[config.mk]
export PLATFORM = sky130hd
export DESIGN_NAME = sprite_rom_fetch_arbiter
export DESIGN_NICKNAME = d
export VERILOG_FILES = /design/src/rtl/sprite_pkg.sv /design/src/rtl/sprite_rr_picker.sv /design/src/rtl/sprite_rom_fetch_arbiter.sv
export SDC_FILE = /design/constraint.sdc
export NUM_CORES = 1
export LEC_CHECK = 0
export CELL_PAD_IN_SITES_DETAIL_PLACEMENT = 0
export CELL_PAD_IN_SITES_GLOBAL_PLACEMENT = 1
export CORE_ASPECT_RATIO = 1.25
export CORE_MARGIN = 2
export CORE_UTILIZATION = 35
export DETAILED_ROUTE_END_ITERATION = 10
export PLACE_DENSITY = 0.8
export REMOVE_ABC_BUFFERS = 1
export SLEW_MARGIN = 15
export SYNTH_ARGS = -nofsm -noshare
export SYNTH_HDL_FRONTEND = slang
export SYNTH_SLANG_ARGS = --single-unit
[constraint.sdc]
create_clock -name clk -period 3.4 [get_ports clk]
set_input_delay 0.85 -clock clk [delete_from_list [all_inputs] [get_ports clk]]
set_output_delay 0.85 -clock clk [all_outputs]
set_load 0.02 [all_outputs]
[src/rtl/sprite_pkg.sv]
// Shared constants, FSM encoding and burst-length helper for the sprite ROM fetch arbiter.
package sprite_pkg;

    localparam int SPRITE_ROWS  = 10;
    localparam int SPRITE_ROW_W = 10;
    localparam int SPRITE_IDX_W = 4;

    localparam int REQ_ALIEN = 0;
    localparam int REQ_FX    = 1;

    typedef enum logic {
        IDLE  = 1'b0,
        BURST = 1'b1
    } arb_state_e;

    // Rows actually streamed: zero-length counts as one, bursts stop at the last
    // sprite row, and an out-of-range start yields a single blank row.
    function automatic int unsigned burst_len(input int unsigned row,
                                              input int unsigned len,
                                              input int unsigned rows);
        int unsigned n;
        if (row >= rows || len == 0)
            n = 1;
        else if (len < rows - row)
            n = len;
        else
            n = rows - row;
        return n;
    endfunction

endpackage

[src/rtl/sprite_rr_picker.sv]
// Combinational picker: first asserted valid searching upward (with wrap) from i_start.
module sprite_rr_picker
    import sprite_pkg::*;
#(
    parameter int NUM_REQ = 2,
    parameter int ID_W    = 1
) (
    input  logic [NUM_REQ-1:0] i_valid,
    input  logic [ID_W-1:0]    i_start,
    output logic [NUM_REQ-1:0] o_grant,
    output logic [ID_W-1:0]    o_index,
    output logic               o_any
);

    logic [ID_W-1:0] w_idx;

    always_comb begin
        // NOTE: every output gets a default before the loop so no latch is inferred.
        o_grant = '0;
        o_index = '0;
        o_any   = 1'b0;
        w_idx   = '0;
        for (int k = 0; k < NUM_REQ; k++) begin
            w_idx = ID_W'((int'(i_start) + k) % NUM_REQ);
            if (!o_any && i_valid[w_idx]) begin
                o_any          = 1'b1;
                o_grant[w_idx] = 1'b1;
                o_index        = w_idx;
            end
        end
    end

endmodule

[src/rtl/sprite_rom_fetch_arbiter.sv]
// Arbitrates row bursts from several renderers onto one combinational sprite ROM.
// Define SPRITE_ARB_FIXED_PRIO_EN for fixed lowest-index priority instead of round-robin.
module sprite_rom_fetch_arbiter
    import sprite_pkg::*;
#(
    parameter int NUM_REQ = 2,
    parameter int ROWS    = SPRITE_ROWS,
    parameter int ROW_W   = SPRITE_ROW_W,
    parameter int IDX_W   = SPRITE_IDX_W,
    parameter int ID_W    = (NUM_REQ > 2) ? $clog2(NUM_REQ) : 1
) (
    input  logic                     clk,
    input  logic                     reset,
    input  logic [NUM_REQ-1:0]       req_valid,
    input  logic [NUM_REQ*IDX_W-1:0] req_row,
    input  logic [NUM_REQ*IDX_W-1:0] req_len,
    output logic [NUM_REQ-1:0]       req_ready,
    output logic [IDX_W-1:0]         rom_row_index,
    input  logic [ROW_W-1:0]         rom_row_data,
    output logic                     rsp_valid,
    output logic [ID_W-1:0]          rsp_id,
    output logic [IDX_W-1:0]         rsp_row,
    output logic [ROW_W-1:0]         rsp_data,
    output logic                     rsp_last,
    output logic                     busy
);

    localparam int CNT_W = IDX_W + 1;

    arb_state_e         r_state, w_state_next;
    logic [CNT_W-1:0]   r_remaining;
    logic [ID_W-1:0]    r_id;
    logic               r_oob;
    logic [IDX_W-1:0]   r_rom_row_index;
    logic               r_rsp_valid, r_rsp_last;
    logic [ID_W-1:0]    r_rsp_id;
    logic [IDX_W-1:0]   r_rsp_row;
    logic [ROW_W-1:0]   r_rsp_data;

    logic               w_issue, w_final_issue, w_window, w_accept;
    logic [NUM_REQ-1:0] w_grant;
    logic [ID_W-1:0]    w_grant_idx, w_search_start;
    logic               w_grant_any;
    logic [IDX_W-1:0]   w_start_row, w_start_len;
    logic [CNT_W-1:0]   w_len_eff;

`ifdef SPRITE_ARB_FIXED_PRIO_EN
    assign w_search_start = '0;
`else
    logic [ID_W-1:0] r_last_granted;

    // Reset value makes requester 0 the first winner.
    always_ff @(posedge clk or posedge reset) begin
        if (reset)
            r_last_granted <= ID_W'(NUM_REQ - 1);
        else if (w_accept)
            r_last_granted <= w_grant_idx;
    end

    assign w_search_start = (r_last_granted == ID_W'(NUM_REQ - 1)) ? '0
                                                                   : r_last_granted + ID_W'(1);
`endif

    sprite_rr_picker #(
        .NUM_REQ (NUM_REQ),
        .ID_W    (ID_W)
    ) u_picker (
        .i_valid (req_valid),
        .i_start (w_search_start),
        .o_grant (w_grant),
        .o_index (w_grant_idx),
        .o_any   (w_grant_any)
    );

    // The grant window also opens on the final issue so bursts chain without a bubble.
    assign w_issue       = (r_state == BURST);
    assign w_final_issue = w_issue && (r_remaining == CNT_W'(1));
    assign w_window      = (r_state == IDLE) || w_final_issue;
    assign w_accept      = w_window && w_grant_any && !reset;
    assign req_ready     = w_accept ? w_grant : '0;

    assign w_start_row = req_row[int'(w_grant_idx)*IDX_W +: IDX_W];
    assign w_start_len = req_len[int'(w_grant_idx)*IDX_W +: IDX_W];
    assign w_len_eff   = CNT_W'(burst_len(32'(w_start_row), 32'(w_start_len), ROWS));

    always_ff @(posedge clk or posedge reset) begin
        if (reset)
            r_state <= IDLE;
        else
            r_state <= w_state_next;
    end

    always_comb begin
        w_state_next = r_state;
        if (w_accept)
            w_state_next = BURST;
        else if (w_final_issue)
            w_state_next = IDLE;
    end

    always_ff @(posedge clk or posedge reset) begin
        if (reset) begin
            r_rom_row_index <= '0;
            r_remaining     <= '0;
            r_id            <= '0;
            r_oob           <= 1'b0;
            r_rsp_valid     <= 1'b0;
            r_rsp_last      <= 1'b0;
            r_rsp_id        <= '0;
            r_rsp_row       <= '0;
            r_rsp_data      <= '0;
        end else begin
            // NOTE: non-blocking assignments so every register samples pre-edge values.
            r_rsp_valid <= w_issue;
            r_rsp_last  <= w_final_issue;
            if (w_issue) begin
                r_rsp_id        <= r_id;
                r_rsp_row       <= r_rom_row_index;
                r_rsp_data      <= r_oob ? '0 : rom_row_data;
                r_rom_row_index <= r_rom_row_index + IDX_W'(1);
                r_remaining     <= r_remaining - CNT_W'(1);
            end
            // A new accept overrides the advance of a just-finished burst.
            if (w_accept) begin
                r_rom_row_index <= w_start_row;
                r_remaining     <= w_len_eff;
                r_id            <= w_grant_idx;
                r_oob           <= ({1'b0, w_start_row} >= CNT_W'(ROWS));
            end
        end
    end

    assign rom_row_index = r_rom_row_index;
    assign rsp_valid     = r_rsp_valid;
    assign rsp_id        = r_rsp_id;
    assign rsp_row       = r_rsp_row;
    assign rsp_data      = r_rsp_data;
    assign rsp_last      = r_rsp_last;
    assign busy          = (r_state == BURST);

endmodule

Yosys cells after proc, flatten, opt, wreduce, memory -nomap -nowiden:

Index checks and enable logic that the tools add are counted.

* add/sub/neg operators: 5
* $lt $le $gt $ge: 7
* eq/ne operators: 1
* shifts and indexed selects: 2
* mux-type cells: 25
* bitwise gates (word level): 2
* reductions and logical operators: 13

Operator list (number)
* less-than comparator 4 x 32 -> 1 bit: 1
* two-way mux 5 bit: 4
* variable part select 8 x 4 -> 4 bit: 2
* two-way mux 1 bit: 13
* two-way mux 10 bit: 1
* >= comparator 4 bit (second input constant): 2
* two-way mux 4 bit: 2
* logical AND 1 bit: 6
* two-way mux 2 bit: 3
* == test 5 x 1 -> 1 bit (second input constant): 1
* subtractor 4 x 4 -> 5 bit (first input constant): 1
* subtractor 5 x 1 -> 5 bit (second input constant): 1
* adder 4 x 1 -> 4 bit (second input constant): 1
* logical NOT 4 bit: 1
* less-than comparator 1 x 2 -> 1 bit (second input constant): 2
* nonzero test 2 bit: 2
* adder 1 bit (second input constant): 2
* demux 1 bit (select 1 bit): 2
* >= comparator 1 bit (second input constant): 2
* logical NOT 1 bit: 2
* logical OR 1 bit: 2
* OR 2 bit: 1
* inverter 1 bit: 1

* register bits after elaboration: 30
* input bits: 30
* output and inout bits: 24
* logic and storage cells: 66

Longest topological paths before layout:

* depth in word-level cells: 14
* depth in mapped cells: 11
* mapped depth without buffers: 10

Modules after synthesis:

A second synthesis with hierarchy kept.

* cells, all modules: 171
* area, all modules: 1719.1 µm²

Modules (own cells, without submodules)
* sprite_rom_fetch_arbiter: times used 1, cells an instance 166, area an instance 1686.6 µm², seq. area each 752.0 µm²
* sprite_rr_picker: times used 1, cells an instance 5, area an instance 32.5 µm², seq. area each 0.0 µm²

Least setup slack after synthesis:

OpenSTA, ideal clock, no wires.

* path kind: input -> output
* start: in req_valid[1]
* end: out req_ready[0]
* arrival time: 2.334 ns
* required time: 2.550 ns
* slack: 0.216 ns
* stages on the path: 3
* path buffers: 1
* cell sequence: a21boi_2 buf_6 a2111oi_0

* word-level cells in the longest chain between the ends: 9
* elaborated cells between the ends (all ways): 14
* those cells by class: mux (9); bitwise (1); reduce/logical (4)

RTL lines
* start, declared: line sprite_rom_fetch_arbiter.sv:14 `input logic [NUM_REQ-1:0] req_valid,`
* two-way mux 1 bit (implied by the code) (2 in a row): line sprite_rr_picker.sv:25 `if (!o_any && i_valid[w_idx]) begin`
* two-way mux 1 bit: line sprite_rr_picker.sv:25
* logical NOT 1 bit: line sprite_rr_picker.sv:25
* logical AND 1 bit: line sprite_rr_picker.sv:25
* two-way mux 1 bit: line sprite_rr_picker.sv:25
* logical AND 1 bit (2 in a row): line sprite_rom_fetch_arbiter.sv:79 `assign w_accept = w_window && w_grant_any && !reset;`
* two-way mux 2 bit (*): line sprite_rom_fetch_arbiter.sv:80 `assign req_ready = w_accept ? w_grant : '0;`
* end, declared: line sprite_rom_fetch_arbiter.sv:17 `output logic [NUM_REQ-1:0] req_ready,`

Every way passes the cells marked *; elsewhere a longest branch is shown, timed or not. The select of a mux whose other input is x is not followed.

Final worst setup path:

* start: in req_valid[1]
* end: reg r_remaining[0]

* word-level cells in the longest chain between the ends: 12
* elaborated cells between the ends (all ways): 23
* those cells by class: add/sub (1); order compare (2); shift (2); mux (11); reduce/logical (7)

RTL lines
* two-way mux 1 bit (implied by the code) (2 in a row): line sprite_rr_picker.sv:25
* two-way mux 1 bit: line sprite_rr_picker.sv:25
* logical NOT 1 bit: line sprite_rr_picker.sv:25
* logical AND 1 bit: line sprite_rr_picker.sv:25
* two-way mux 1 bit: line sprite_rr_picker.sv:25
* variable part select 8 x 4 -> 4 bit: line sprite_rom_fetch_arbiter.sv:82 `assign w_start_row = req_row[int'(w_grant_idx)*IDX_W +: IDX_W];`
* subtractor 4 x 4 -> 5 bit: line sprite_pkg.sv:24, sprite_pkg.sv:27
* less-than comparator 4 x 32 -> 1 bit: line sprite_pkg.sv:24 `else if (len < rows - row)`
* two-way mux 5 bit: line sprite_pkg.sv:24
* two-way mux 5 bit: line sprite_pkg.sv:22 `if (row >= rows || len == 0)`
* two-way mux 5 bit: line sprite_rom_fetch_arbiter.sv:124 `if (w_accept) begin`
* end signal, assigned: line sprite_rom_fetch_arbiter.sv:121 `r_remaining <= r_remaining - CNT_W'(1);`
* end signal, assigned: line sprite_rom_fetch_arbiter.sv:126 `r_remaining <= w_len_eff;`
* end, declared: line sprite_rom_fetch_arbiter.sv:31 `logic [CNT_W-1:0] r_remaining;`

Parallel ways exist; a longest one is shown, timed or not. The select of a mux whose other input is x is not followed.
A chain may end at the register's enable or synchronous reset.

==> impl_metrics.csv <==
group,metric,value,unit
yosys,async_flop_share,1.00,
placement,io_buffers,53,
floorplan,initial_core_util,0.364,
placement,dp_hpwl,2.89,mm
setup_path,critical_path_class,"input pin to flip-flop",
detailed_routing,num_vias,1492,
timing,max_slew_margin,0.564,
yosys,ys.warnings.count,0,
setup_path,critPathMaxFanout,6,
detailed_routing,drc,0,
pwr,ir_worst_vdd,0.219,mV
cts,cts_tree,"yes",
setup_path,worst_ep_required_time,3.57,ns
yosys,yosysTopAreaCellShare,0.422,
cts,root_buffer,"clkbuf_8",
hold_path,hp-class,"flip-flop to flip-flop",
yosys,synth_cells,170,
yosys,synth_cell_type_count,45,
setup_path,cp-start-kind,"input pin",
finish,fin_nets,280,
cts,cts_hold_buffers,0,
cts,clkTransAtPathRegs,0.06,ns
cts,h-tree-depth,2,
cts,numCtsBuffers,5,
yosys,yosysSeqAreaShare,0.437,
pwr,p_leak,1.15,nW
floorplan,core_area,4730,sq um
grt,antenna_found_initial,0,
timing,period_share,0.960,
timing,grt_setup_unrepaired,"no",
grt,grt-busiest-layer,"met2",
grt,track_usage,0.153,
grt,overflow,0,
detailed_routing,dr.pass1.iters,4,
timing,report.final.slew_viol_count,0,
timing,max_clock_freq,306,MHz
timing,fin_skew,0.00372,ns
finish,final_cell_mix,"50 x clkdlybuf4s50_1, 29 x dfrtp_1, 21 x nand2_1",
timing,timing.hold.ws,0.480,ns
setup_path,end_kind,"flip-flop",
setup_path,arrival,3.43,ns
yosys,synth-edff-count,0,
grt,grt_max_degree,31,
status,status,"complete, no violations",
timing,worstMarginPinSlew,0.652,ns
yosys,synthTopCellsByArea,"dfrtp_1 42%, mux2_2 5.9%, nand2_1 4.6%",
detailed_routing,route.final.wire_length,3.90,mm
yosys,synth_top_area_cell,"dfrtp_1",
yosys,synthesis.area,1720,sq um
finish,drive_gt1_frac,0.200,
finish,area_delta_synth_final,48.0,%
grt,grt_use_met1,0.183,
floorplan,rows,28,
cts,clk_latency,0.28,ns
cts,clockBufferDepth,2,
flow_run,cap_viol_max_count,0,
floorplan,die_w,66.7,um
placement,globalplace.congestion,0.828,
cts,cts_sinks,30,
detailed_routing,vias_per_cell,4.89,
finish,antennaDiodeCount,0,
grt,grt_use_met3,0.0285,
finish,fill_cells,439,
placement,dpl.cell_count,295,
detailed_routing,antenna_left,0,
yosys,synth_top_flop_cell,"dfrtp_1",
grt,grt_first_pass_wirelength,6.36,mm
floorplan,die_area,5500,sq um
grt,use_met2,0.260,
yosys,avgSynthCellArea,10.1,sq um
detailed_routing,drt_first_iter_violations,72,
timing,period_minus_slack,3.26,ns
timing,hold_viol,0,
finish,final_common_cell,"clkdlybuf4s50_1",
detailed_routing,wl_per_cell,12.8,um
yosys,ys_seq_elements,30,
pwr,p_per_area,796,nW/um^2
grt,first_global_vias,1428,
floorplan,die_h,82.4,um
floorplan,io_pins,54,
finish,instances_no_fill,305,
timing,setup_viol,0,
==> synthesized netlist by cell type, drive strengths merged, types with 2 or more instances <==
cell type	count
nor3	2
a21oi	5
nor2b	2
a211o	2
xor2	5
nand2	22
buf	3
dfrtp	29
mux2	9
nand4	2
and3	2
inv	16
clkbuf	3
ha	6
a211oi	3
mux2i	7
xnor2	5
o221ai	2
nand3	3
a21o	3
nor2	8
o21ai	14
==> report_power, final <==
group / switching [W] / internal, W
Combinational: 0.000524 / 0.000554
Clock: 0.000126 / 0.000163
Sequential: 0.000125 / 0.000537
==> per-layer routing <==
metal | vias up | share of wire
met1 | 689 | 0.46
met4 | 0 | 0.021
met5 | - | 0
met3 | 6 | 0.059
met2 | 50 | 0.46
li1 | 747 | -
==> cell families after synthesis <==
logic type / count (synthesis) / synth area share
flops: 30 / 0.437
mux: 16 / 0.0996
simple gates: 51 / 0.160
xor+xnor: 10 / 0.0509
fa+ha+maj: 6 / 0.0436
compound gates: 35 / 0.154
buf+inv: 22 / 0.0552
==> critical path, cell delays in order <==
cell	delay, ns
clkdlybuf4s50_1	0.53
a21boi_4	0.30
buf_4	0.19
mux2i_1	0.27
xor2_1	0.13
ha_1	0.19
a21o_1	0.15
a21oi_1	0.17
o31ai_2	0.09
buf_4	0.15
and2_1	0.16
o221a_1	0.25
==> cell type report <==
cell class / count / area, sq um / area share
clock buffers: 7 / 86.3 / 0.0339
repair buffers: 72 / 677 / 0.266
inverters: 16 / 60.1 / 0.0236
clock inverters: 1 / 5.00 / 0.00196
well taps: 60 / 75.1 / 0.0295
multi-input cells: 119 / 893 / 0.351
flip-flops and latches: 30 / 752 / 0.295
==> timing repair <==
action / CTS / global route
resized for setup: 2 / 2
pin swaps: 0 / 0
buffers inserted: 0 / 1
gates cloned: 0 / 1
setup endpoints to repair: 2 / 2
==> metrics by stage <==
stage                      util  setup slack [ns]  TNS (ns)  cell area, sq um  power (W)
after floorplan               -             0.221         0              1690    0.00129
after global placement    0.513            -0.227    -0.747              2430    0.00173
after detailed placement  0.513            -0.253    -0.902              2430    0.00175
after CTS                 0.534            0.0237         0              2520    0.00205
after global routing      0.539           0.00770         0              2550    0.00220
final                     0.539             0.137         0              2550    0.00203
==> path summary, 6_finish.rpt <==
check	start	slack [ns]	cells after the start	to
setup reg to reg	r_last_granted$_DFFE_PP1P_	0.72	10	r_remaining[0]$_DFFE_PP0P_
setup / recovery	req_valid[1]	0.14	12	r_remaining[0]$_DFFE_PP0P_
min in group asynchronous	reset	1.11	3	rom_row_index[0]$_DFFE_PP0P_
hold reg to reg	r_id$_DFFE_PP0P_	0.48	1	r_id$_DFFE_PP0P_
max in group asynchronous	reset	1.98	3	r_last_granted$_DFFE_PP1P_
hold / removal	r_id$_DFFE_PP0P_	0.48	1	r_id$_DFFE_PP0P_
==> flip-flops by register name, summed over array words and instances, names as in the netlist <==
signal,cells
rsp_data,10
r_remaining,5
rom_row_index,4
rsp_row,4
busy,1
r_id,1
r_last_granted,1
r_oob,1
rsp_id,1
rsp_last,1
rsp_valid,1
No activity file was read; power rests on OpenSTA's default activity.
